==> src/rtl/mcpu_mem_pkg.sv <==
// Shared types and default geometry for the mcpu boot memory.
// Used by mcpu_mem_array and mcpu_boot_mem.
package mcpu_mem_pkg;

  localparam int MEM_AW    = 6;
  localparam int MEM_DW    = 8;
  localparam int MEM_DEPTH = 64;
  localparam int MEM_CW    = MEM_AW + 1;

  typedef enum logic {
    ST_LOAD = 1'b0,
    ST_RUN  = 1'b1
  } state_e;

endpackage

==> src/rtl/mcpu_mem_array.sv <==
// DEPTH x DW flop array: one synchronous write port, one zero-latency read port.
// Contents are deliberately not reset so an image survives rst_n.
module mcpu_mem_array
  import mcpu_mem_pkg::*;
#(
  parameter int AW    = MEM_AW,
  parameter int DW    = MEM_DW,
  parameter int DEPTH = MEM_DEPTH
) (
  input  logic          clk,
  input  logic          we,
  input  logic [AW-1:0] waddr,
  input  logic [DW-1:0] wdata,
  input  logic [AW-1:0] raddr,
  output logic [DW-1:0] rdata
);

  logic [DW-1:0]    mem [DEPTH];
  logic [DEPTH-1:0] word_we;

  generate
    for (genvar gi = 0; gi < DEPTH; gi++) begin : g_word_we
      assign word_we[gi] = we && (waddr == AW'(gi));
    end
  endgenerate

  always_ff @(posedge clk) begin
    for (int i = 0; i < DEPTH; i++) begin
      if (word_we[i]) mem[i] <= wdata;
    end
  end

  assign rdata = mem[raddr];

endmodule

==> src/rtl/mcpu_boot_mem.sv <==
// Boot memory for the mcpu core: byte-serial loader fills the array, then the core runs from it.
// Define MCPU_MEM_CHECKSUM_EN to build the loader checksum; otherwise ld_csum is tied to zero.
module mcpu_boot_mem
  import mcpu_mem_pkg::*;
#(
  parameter int AW    = MEM_AW,
  parameter int DW    = MEM_DW,
  parameter int DEPTH = MEM_DEPTH
) (
  input  logic          clk,
  input  logic          rst_n,
  input  logic [AW-1:0] cpu_addr,
  input  logic          cpu_oe,
  input  logic          cpu_we,
  input  logic [DW-1:0] cpu_wdata,
  output logic [DW-1:0] cpu_rdata,
  output logic          cpu_rst_n,
  input  logic          ld_valid,
  input  logic [DW-1:0] ld_data,
  output logic          ld_ready,
  input  logic          ld_skip,
  input  logic          ld_restart,
  output logic          ld_done,
  output logic [AW:0]   ld_count,
  output logic [DW-1:0] ld_csum
);

  localparam int CW = AW + 1;

  state_e        state_reg, state_next;
  logic [CW-1:0] count_reg, count_next;
  logic          ready_reg, ready_next;
  logic          cpu_rst_n_reg, cpu_rst_n_next;
  logic          ld_accept;
  logic          mem_we;
  logic [AW-1:0] mem_waddr;
  logic [DW-1:0] mem_wdata;
  logic [DW-1:0] mem_rdata;

  always_comb begin
    state_next = state_reg;
    count_next = count_reg;
    ld_accept  = 1'b0;
    mem_we     = 1'b0;
    mem_waddr  = cpu_addr;
    mem_wdata  = cpu_wdata;
    case (state_reg)
      ST_LOAD: begin
        // Loader owns the write port; core writes are dropped here.
        ld_accept = ld_valid && ready_reg && (count_reg < CW'(DEPTH));
        mem_we    = ld_accept;
        mem_waddr = count_reg[AW-1:0];
        mem_wdata = ld_data;
        if (ld_accept) count_next = count_reg + CW'(1);
        if (ld_skip || (ld_accept && (count_reg == CW'(DEPTH - 1)))) state_next = ST_RUN;
      end
      ST_RUN: begin
        mem_we = cpu_we;
        if (ld_restart) begin
          state_next = ST_LOAD;
          count_next = '0;
        end
      end
      default: state_next = ST_LOAD;
    endcase
    // Both flags need a full cycle in the same state before asserting.
    ready_next     = (state_reg == ST_LOAD) && (state_next == ST_LOAD);
    cpu_rst_n_next = (state_reg == ST_RUN) && (state_next == ST_RUN);
  end

  always_ff @(posedge clk or negedge rst_n) begin
    if (!rst_n) begin
      state_reg     <= ST_LOAD;
      count_reg     <= '0;
      ready_reg     <= 1'b0;
      cpu_rst_n_reg <= 1'b0;
    end else begin
      state_reg     <= state_next;
      count_reg     <= count_next;
      ready_reg     <= ready_next;
      cpu_rst_n_reg <= cpu_rst_n_next;
    end
  end

`ifdef MCPU_MEM_CHECKSUM_EN
  logic [DW-1:0] csum_reg;

  always_ff @(posedge clk or negedge rst_n) begin
    if (!rst_n) begin
      csum_reg <= '0;
    end else if ((state_reg == ST_RUN) && ld_restart) begin
      csum_reg <= '0;
    end else if (ld_accept) begin
      csum_reg <= csum_reg + ld_data;
    end
  end

  assign ld_csum = csum_reg;
`else
  assign ld_csum = '0;
`endif

  mcpu_mem_array #(
    .AW    (AW),
    .DW    (DW),
    .DEPTH (DEPTH)
  ) u_array (
    .clk   (clk),
    .we    (mem_we),
    .waddr (mem_waddr),
    .wdata (mem_wdata),
    .raddr (cpu_addr),
    .rdata (mem_rdata)
  );

  assign cpu_rdata = cpu_oe ? mem_rdata : '0;
  assign cpu_rst_n = cpu_rst_n_reg;
  assign ld_ready  = ready_reg;
  assign ld_done   = (state_reg == ST_RUN);
  assign ld_count  = count_reg;

endmodule
==> config.mk <==
export PLATFORM = sky130hd
export DESIGN_NAME = mcpu_boot_mem
export DESIGN_NICKNAME = d
export VERILOG_FILES = /design/src/rtl/mcpu_mem_pkg.sv /design/src/rtl/mcpu_mem_array.sv /design/src/rtl/mcpu_boot_mem.sv
export SDC_FILE = /design/constraint.sdc
export NUM_CORES = 1
export LEC_CHECK = 0
export BUFFER_PORTS_ARGS = -buffer_cell sky130_fd_sc_hd__buf_2
export CAP_MARGIN = 20
export CORE_UTILIZATION = 45
export CTS_CLUSTER_SIZE = 25
export DETAILED_ROUTE_END_ITERATION = 8
export HOLD_SLACK_MARGIN = 0.05
export SLEW_MARGIN = 15
export SYNTH_ARGS = -nofsm -noshare
export SYNTH_HDL_FRONTEND = slang
export SYNTH_SLANG_ARGS = --single-unit
==> constraint.sdc <==
create_clock -name clk -period 2.3 [get_ports clk]
set_input_delay 0.46 -clock clk [delete_from_list [all_inputs] [get_ports clk]]
set_output_delay 0.46 -clock clk [all_outputs]
set_load 0.01 [all_outputs]
==> results of run 1 <==
==> metrics by stage <==
| stage | hold slack [ns] | total power, uW | TNS [ns] | instance area [sq um] | setup slack [ns] |
|---|---|---|---|---|---|
| 2_1_floorplan | 0.164 | 11800 | -11.05 | 20700 | -0.0935 |
| 3_3_place_gp | 0.333 | 12600 | -186.72 | 23300 | -0.780 |
| 3_5_place_dp | 0.333 | 12700 | -186.26 | 23300 | -0.782 |
| 4_1_cts | 0.0857 | 21200 | -4.00 | 25500 | -0.740 |
| 5_1_grt | 0.105 | 21600 | -4.24 | 25600 | -0.754 |
| 6_report | 0.126 | 21000 | -3.74 | 25600 | -0.698 |
==> final timing paths <==
path | start | end | cells past startpoint
min | ld_restart | cpu_rst_n | 2
max reg2reg | ld_done | u_array.mem[34][2] | 6
min in group asynchronous | rst_n | ld_count[3] | 2
min reg2reg | ld_count[6] | ld_count[6] | 1
max | u_array.mem[37][4] | cpu_rdata[4] | 5
max in group asynchronous | rst_n | ld_done | 2
==> cell usage in the layout (no fill, tap or decap), drive strengths merged, types with 7 or more instances in the layout <==
cell type / synthesis / layout
clkbuf: 13 / 68
mux2i: 14 / 14
nor2: 81 / 81
a32o: 7 / 7
o22ai: 15 / 15
edfxtp: 512 / 512
nand3: 22 / 22
dfrtp: 10 / 10
buf: 47 / 276
nand2: 59 / 59
a22oi: 12 / 12
mux4: 129 / 129
mux2: 10 / 10
conb: 1 / 8
clkinv: 1 / 23
o21ai: 15 / 15
==> layout make-up <==
| cell class | instances | area, sq um | share of cell area |
|---|---|---|---|
| inverters | 4 | 16.3 | 0.000636 |
| clock buffers | 68 | 1450 | 0.0565 |
| flip-flops and latches | 522 | 15600 | 0.611 |
| multi-input cells | 432 | 4990 | 0.195 |
| well taps | 592 | 741 | 0.0289 |
| repair buffers | 279 | 2510 | 0.0982 |
| clock inverters | 30 | 255 | 0.00997 |
==> synth_stat cells, types with 2 or more instances <==
| cell type | count |
|---|---|
| edfxtp_1 | 512 |
| a22o_1 | 2 |
| mux2i_1 | 14 |
| dfrtp_1 | 10 |
| xor2_1 | 3 |
| buf_6 | 5 |
| o2111ai_1 | 2 |
| inv_1 | 2 |
| buf_4 | 14 |
| nor3_1 | 2 |
| o22ai_1 | 15 |
| a21oi_1 | 6 |
| nand2b_1 | 3 |
| and3_1 | 3 |
| a22oi_1 | 12 |
| mux4_2 | 129 |
| or3_1 | 4 |
| o32ai_1 | 4 |
| buf_2 | 23 |
| buf_1 | 5 |
| nor2_1 | 81 |
| a211oi_1 | 5 |
| nand4_1 | 2 |
| nand3_1 | 22 |
| clkbuf_1 | 13 |
| a32oi_1 | 2 |
| nor2b_1 | 5 |
| a32o_1 | 7 |
| o21ai_0 | 15 |
| nand2_1 | 59 |
| o221ai_1 | 2 |
| mux2_2 | 10 |
==> cell families after synthesis <==
kind of cell	count (synthesis)
XOR/XNOR	3
adder cells (fa/ha/maj)	1
AND/OR/NAND/NOR	187
AO/OA/AOI/OAI	80
multiplexers	153
buffers and inverters	64
other	1
flip-flops	522
==> critical path, delay by kind of cell (launching register included) <==
kind,cells,cell delay [ns]
buf+inv,1,0.17
mux,2,1.05
compound gates,1,0.18
flops,1,0.37
simple gates,1,0.18
==> where the power goes <==
group	switching, uW	leakage, uW	internal [uW]
Sequential	30.8	0.00474	10700
Combinational	1120	0.00302	707
Clock	3560	0.000822	4880
Total	4710	0.00858	16300
==> metal layers <==
metal  up-vias  track usage
li1       4746            -
met1      5863        0.326
met2       431        0.351
met3        83       0.0413
met4         2       0.0596
met5         -            0
==> repair_timing <==
item,4_1_cts,5_1_grt
hold buffers,2,0
pin swaps,21,8
cloned,1,0
setup endpoints to repair,164,70
setup buffers,4,3
gates resized for setup,70,25
endpoints found under the hold margin,11,0
==> impl_metrics.env, run 1 <==
export IMPL_outcome="finished, violations left"
export IMPL_violations="negative setup slack"
export IMPL_postSynth_asyncResetShare=0.0192
export IMPL_syn_inst=1011
export IMPL_die_width_um=216
export IMPL_stdcell_count=1927
export IMPL_worstHoldPathType="in2reg"
export IMPL_worstMarginPinSlew_ns=0.772
export IMPL_synth_fa_ha_area_frac=0.000609
export IMPL_routabilityCongestion=0.899
export IMPL_cp_arrival_ns=2.54
export IMPL_synth_area_mux_share=0.154
export IMPL_ctsRootBufferMaster="clkbuf_16"
export IMPL_crit_chain="mux4_2, mux4_2, a32oi_2, nand3_2, buf_6"
export IMPL_required_ns=1.84
export IMPL_rrSetupSlack_ns=0.07
export IMPL_wirelength_um=50900
export IMPL_drive_above_1_share=0.431
export IMPL_insertion_delay_ns=0.61
export IMPL_ys_seq_area_frac=0.760
export IMPL_wl_met3_um=3480
export IMPL_timing_final_ws_setup_ns=-0.698
export IMPL_start_kind="flip-flop"
export IMPL_clock_sinks=522
export IMPL_fp_coreArea_sq_um=44600
export IMPL_synth_edf_count=512
export IMPL_routed_wl_met2_um=24400
export IMPL_io_buffer_count=46
export IMPL_synth_top_family_by_area="multiplexers"
export IMPL_power_density_nw_per_um2=822
export IMPL_routedLengthMet1_um=21900
export IMPL_synthSimpleGateAreaFrac=0.0388
export IMPL_synth_seq_cells=522
export IMPL_syn_area_sq_um=20600
export IMPL_setup_worst_path_end_class="primary output"
export IMPL_highest_layer="met5"
export IMPL_clkTransAtPathRegs_ns=0.06
export IMPL_cts_tree="built"
export IMPL_row_count=77
export IMPL_grt_pass1_vias=11200
export IMPL_rsz0062_at_grt="yes"
export IMPL_post_place_cells=1821
export IMPL_skew_ns=0.0252
export IMPL_grt_pass1_wl_um=75600
export IMPL_finalMaxSlewViolations=0
export IMPL_viasPerCell=5.77
export IMPL_clockBufferDepth=3
export IMPL_finalHoldViolations=0
export IMPL_setup_violations=8
export IMPL_synthTopCellsByArea="edfxtp_1, mux4_2, nor2_1, dfrtp_1, nand2_1"
export IMPL_ys_warn_count=0
export IMPL_overflow=0
export IMPL_drc=0
export IMPL_top_register="u_array.mem"
export IMPL_avgRoutedWirePerCell_um=26.4
export IMPL_syn2layout_area_growth_pct=24.5
export IMPL_cts_htree_levels=2
export IMPL_grt_util_all_layers=0.224
export IMPL_fin_nets=1324
export IMPL_yosysTopAreaCell="edfxtp_1"
export IMPL_leakagePower_uw=0.00858
export IMPL_crit_top_cell="mux4_2"
export IMPL_synth_xor_area_frac=0.00128
export IMPL_boundaryPins=55
export IMPL_initial_core_util=0.461
export IMPL_fmax_mhz=334
export IMPL_num_vias=11100
export IMPL_critPathSlowestCell="mux4_2"
export IMPL_n_fill_cell=3284
export IMPL_largest_reg_flops=512
export IMPL_die_area_sq_um=46500
export IMPL_drt_pass1_iter_count=7
export IMPL_synth_compound_area_frac=0.0279
export IMPL_critPathMaxStageDelay_ns=0.53
export IMPL_crit_fanout=1
export IMPL_cts_buffers=55
export IMPL_vdd_ir_drop_max_v=0.000665
export IMPL_synth_area_per_cell_sq_um=20.3
export IMPL_hpwl_um=33000
export IMPL_fp_dieH_um=216
export IMPL_grt_max_degree=65
export IMPL_synth_flop_cell="edfxtp_1"
export IMPL_fin_util=0.574
export IMPL_timing_final_crit_share=1.30
export IMPL_max_cap_viol_count=0
export IMPL_synth_cell_types=50
export IMPL_worstSetupPathType="reg2out"
export IMPL_diodes=0
export IMPL_ant_nets=0
export IMPL_max_slew_margin_rel=0.485
export IMPL_drtIter0Drc=1104
export IMPL_antenna_found_initial=1
export IMPL_fin_crit_ns=3.00
export IMPL_yosysTopAreaCellShare=0.748
(Power assumes the default switching activity.)
==> inputs of run 2 (changes only) <==
Settings changed: ABC_AREA set to 1.
==> impl_metrics.env, run 2 <==
export IMPL_outcome="finished, violations left"
export IMPL_violations="negative setup slack"
export IMPL_die_width_um=222
export IMPL_start_kind="input pin"
export IMPL_p_sw_uw=5360
export IMPL_insertion_delay_ns=0.61
export IMPL_power_density_nw_per_um2=808
export IMPL_min_to="ld_done"
export IMPL_worstHoldPathType="in2reg"
export IMPL_setup_violations=8
export IMPL_vdd_ir_drop_max_v=0.000811
export IMPL_finalMaxSlewViolations=0
export IMPL_critPathMaxStageDelay_ns=0.24
export IMPL_synthTopCellsByCount="nand2_1, edfxtp_1, nand3_1"
export IMPL_grt_pass1_vias=14900
export IMPL_antenna_found_initial=0
export IMPL_hold_path_startpoint="ld_skip"
export IMPL_fp_coreArea_sq_um=47700
export IMPL_crit_fanout=9
export IMPL_drive_above_1_share=0.222
export IMPL_yosysTopAreaCellShare=0.705
export IMPL_fmax_mhz=402
export IMPL_postSynth_asyncResetShare=0.0192
export IMPL_r2r_cells=7
export IMPL_critical_path_reg2reg_endpoint="u_array.mem[31][1]"
export IMPL_drtIter0Drc=1306
export IMPL_final_common_cell="nand2_1"
export IMPL_pre_cts_ws_ns=-0.355
export IMPL_syn_inst=1914
export IMPL_power_total_uw=21900
export IMPL_clock_sinks=522
export IMPL_n_fill_cell=3814
export IMPL_synth_flop_cell="edfxtp_1"
export IMPL_finalSetupTns_ns=-0.957
export IMPL_drt_pass1_iter_count=5
export IMPL_row_count=80
export IMPL_grt_max_degree=65
export IMPL_fin_crit_ns=2.49
export IMPL_cp_arrival_ns=2.03
export IMPL_initial_core_util=0.457
export IMPL_clockBufferDepth=3
export IMPL_critPathSlowestCell="a21oi_2"
export IMPL_timing_final_ws_setup_ns=-0.188
export IMPL_final_cell_mix="nand2_1, edfxtp_1, nand3_1"
export IMPL_num_vias=15300
export IMPL_synth_area_per_cell_sq_um=11.4
export IMPL_wirelength_um=60100
export IMPL_diodes=0
export IMPL_synth_cell_types=27
export IMPL_multi_input_area_sq_um=5960
export IMPL_grt_pass1_wl_um=89700
export IMPL_seq_area_sq_um=15600
export IMPL_ys_warn_count=0
export IMPL_ctsRootBufferMaster="clkbuf_16"
export IMPL_synth_seq_cells=522
export IMPL_routabilityCongestion=0.880
export IMPL_hpwl_um=34200
export IMPL_viasPerCell=5.53
export IMPL_die_area_sq_um=49400
export IMPL_cp_depth=13
export IMPL_yosysTopAreaCell="edfxtp_1"
export IMPL_worstSetupPathType="in2out"
export IMPL_boundaryPins=55
export IMPL_timing_final_crit_share=1.08
export IMPL_critPathTopFamily="buffers and inverters"
export IMPL_leakagePower_uw=0.0102
export IMPL_cts_tree="built"
export IMPL_cts_htree_levels=2
export IMPL_internal_power_uw=16500
export IMPL_synthTopCellsByArea="edfxtp_1, nand2_1, nand3_1, nor2_1, buf_4"
export IMPL_overflow=0
export IMPL_r2r_start="ld_done"
export IMPL_skew_ns=0.0218
export IMPL_worstMarginPinSlew_ns=0.563
export IMPL_path_buf_inv=5
export IMPL_p_clk_frac=0.387
export IMPL_rsz0062_at_grt="yes"
export IMPL_setup_worst_path_end_class="primary output"
export IMPL_fin_nets=2140
export IMPL_comb_power_share=0.116
export IMPL_ys_seq_area_frac=0.716
export IMPL_synth_most_common_cell="nand2_1"
export IMPL_avgRoutedWirePerCell_um=21.7
export IMPL_seqPwrFrac=0.498
export IMPL_clkTransAtPathRegs_ns=0.06
export IMPL_max_cap_viol_count=0
export IMPL_required_ns=1.84
export IMPL_syn_area_sq_um=21800
export IMPL_crit_chain="buf_16, clkinv_16, buf_8, buf_16, nand2_1, nand3_1, nand3_1, nand2_1, nand2_2, nand3_2, nand3_2, a21oi_2, buf_2"
export IMPL_drc=0
export IMPL_syn2layout_area_growth_pct=24.1
export IMPL_largest_reg_flops=512
export IMPL_max_slew_margin_rel=0.625
export IMPL_rrSetupSlack_ns=0.13
export IMPL_whs_path_depth=3
export IMPL_grt_util_all_layers=0.242
export IMPL_finalHoldViolations=0
export IMPL_p_sw_frac=0.245
export IMPL_cts_buffers=53
export IMPL_ant_nets=0
export IMPL_fp_dieH_um=222
export IMPL_top_register="u_array.mem"
export IMPL_io_buffer_count=46
export IMPL_synth_edf_count=512
==> run 2: cell types whose count changed after synthesis, sizes merged, moves of 7 or more <==
cell / previous run / this run
nand2: 59 / 694
inv: 3 / 22
nand3: 22 / 440
buf: 47 / 110
o22ai: 15 / 0
mux2: 10 / 0
mux4: 129 / 0
a22oi: 12 / 0
mux2i: 14 / 0
o21ai: 15 / 8
==> run 2: power groups by stage <==
stage | Clock [uW] | Combinational [uW] | Sequential [uW]
2_1_floorplan | 0 | 1140 | 11100
3_3_place_gp | 0 | 2150 | 11100
3_5_place_dp | 0 | 2180 | 11100
4_1_cts | 8550 | 2440 | 10900
5_1_grt | 8880 | 2710 | 10900
6_report | 8450 | 2530 | 10900
==> run 2: final cells by class <==
cell class | instances | share of cell area
clock buffer | 69 | 0.0543
clock inverter | 31 | 0.00883
inverter | 23 | 0.00444
multi-input combinational | 1251 | 0.220
sequential | 522 | 0.577
tap | 615 | 0.0284
timing repair buffer | 258 | 0.105
timing repair inverter | 1 | 0.00111
==> run 2: stage by stage <==
step,std cells,instance area (sq um),utilization,hold slack [ns]
final,2770,27100,0.567,0.189
after global routing,2770,27100,0.567,0.234
after CTS,2764,26600,0.558,0.155
after detailed placement,2632,23800,0.499,0.349
after global placement,2632,23800,0.499,0.330
after floorplan,1921,21800,-,0.164
==> run 2: worst max-delay path by stage <==
stage                       start                 to  slack [ns]
2_1_floorplan             ld_done  u_array.mem[0][0]        0.09
3_3_place_gp          cpu_addr[0]       cpu_rdata[5]       -0.34
3_5_place_dp          cpu_addr[0]       cpu_rdata[5]       -0.36
4_1_cts         u_array.mem[3][5]       cpu_rdata[5]       -0.21
5_1_grt        u_array.mem[27][5]       cpu_rdata[5]       -0.20
6_report              cpu_addr[0]       cpu_rdata[0]       -0.19
==> run 2: cell families after synthesis <==
logic type | Yosys count | synth area share
AOI/OAI and AO/OA | 23 | 0.00677
adders and majority gates | 1 | 0.000574
buffers and inverters | 148 | 0.0406
other | 1 | 0.000172
DFF | 522 | 0.716
and+or+nand+nor | 1219 | 0.236
==> run 2: per-layer routing <==
metal | GRT usage | vias up | part of all wire
li1 | - | 7045 | -
met4 | 0.0961 | 0 | 0.036
met2 | 0.399 | 594 | 0.49
met3 | 0.0290 | 141 | 0.062
met5 | 0 | - | 0
met1 | 0.328 | 7529 | 0.42
==> run 2: timing repair <==
| item | CTS | global route |
|---|---|---|
| endpoints found under the hold margin | 11 | 0 |
| hold buffers | 2 | 0 |
| setup buffers | 11 | 4 |
| gates cloned | 19 | 5 |
| pin swaps | 36 | 41 |
| setup endpoints to repair | 8 | 339 |
| gates resized for setup | 116 | 74 |
==> run 2: worst reg2reg max path, cell delays in order, from the launching register on <==
cell and delay, ns:
dfrtp_2 0.52, nor2_1 0.31, inv_1 0.10, nand2_1 0.17
nand3_1 0.12, buf_4 0.23, nor2_1 0.20, buf_4 0.22
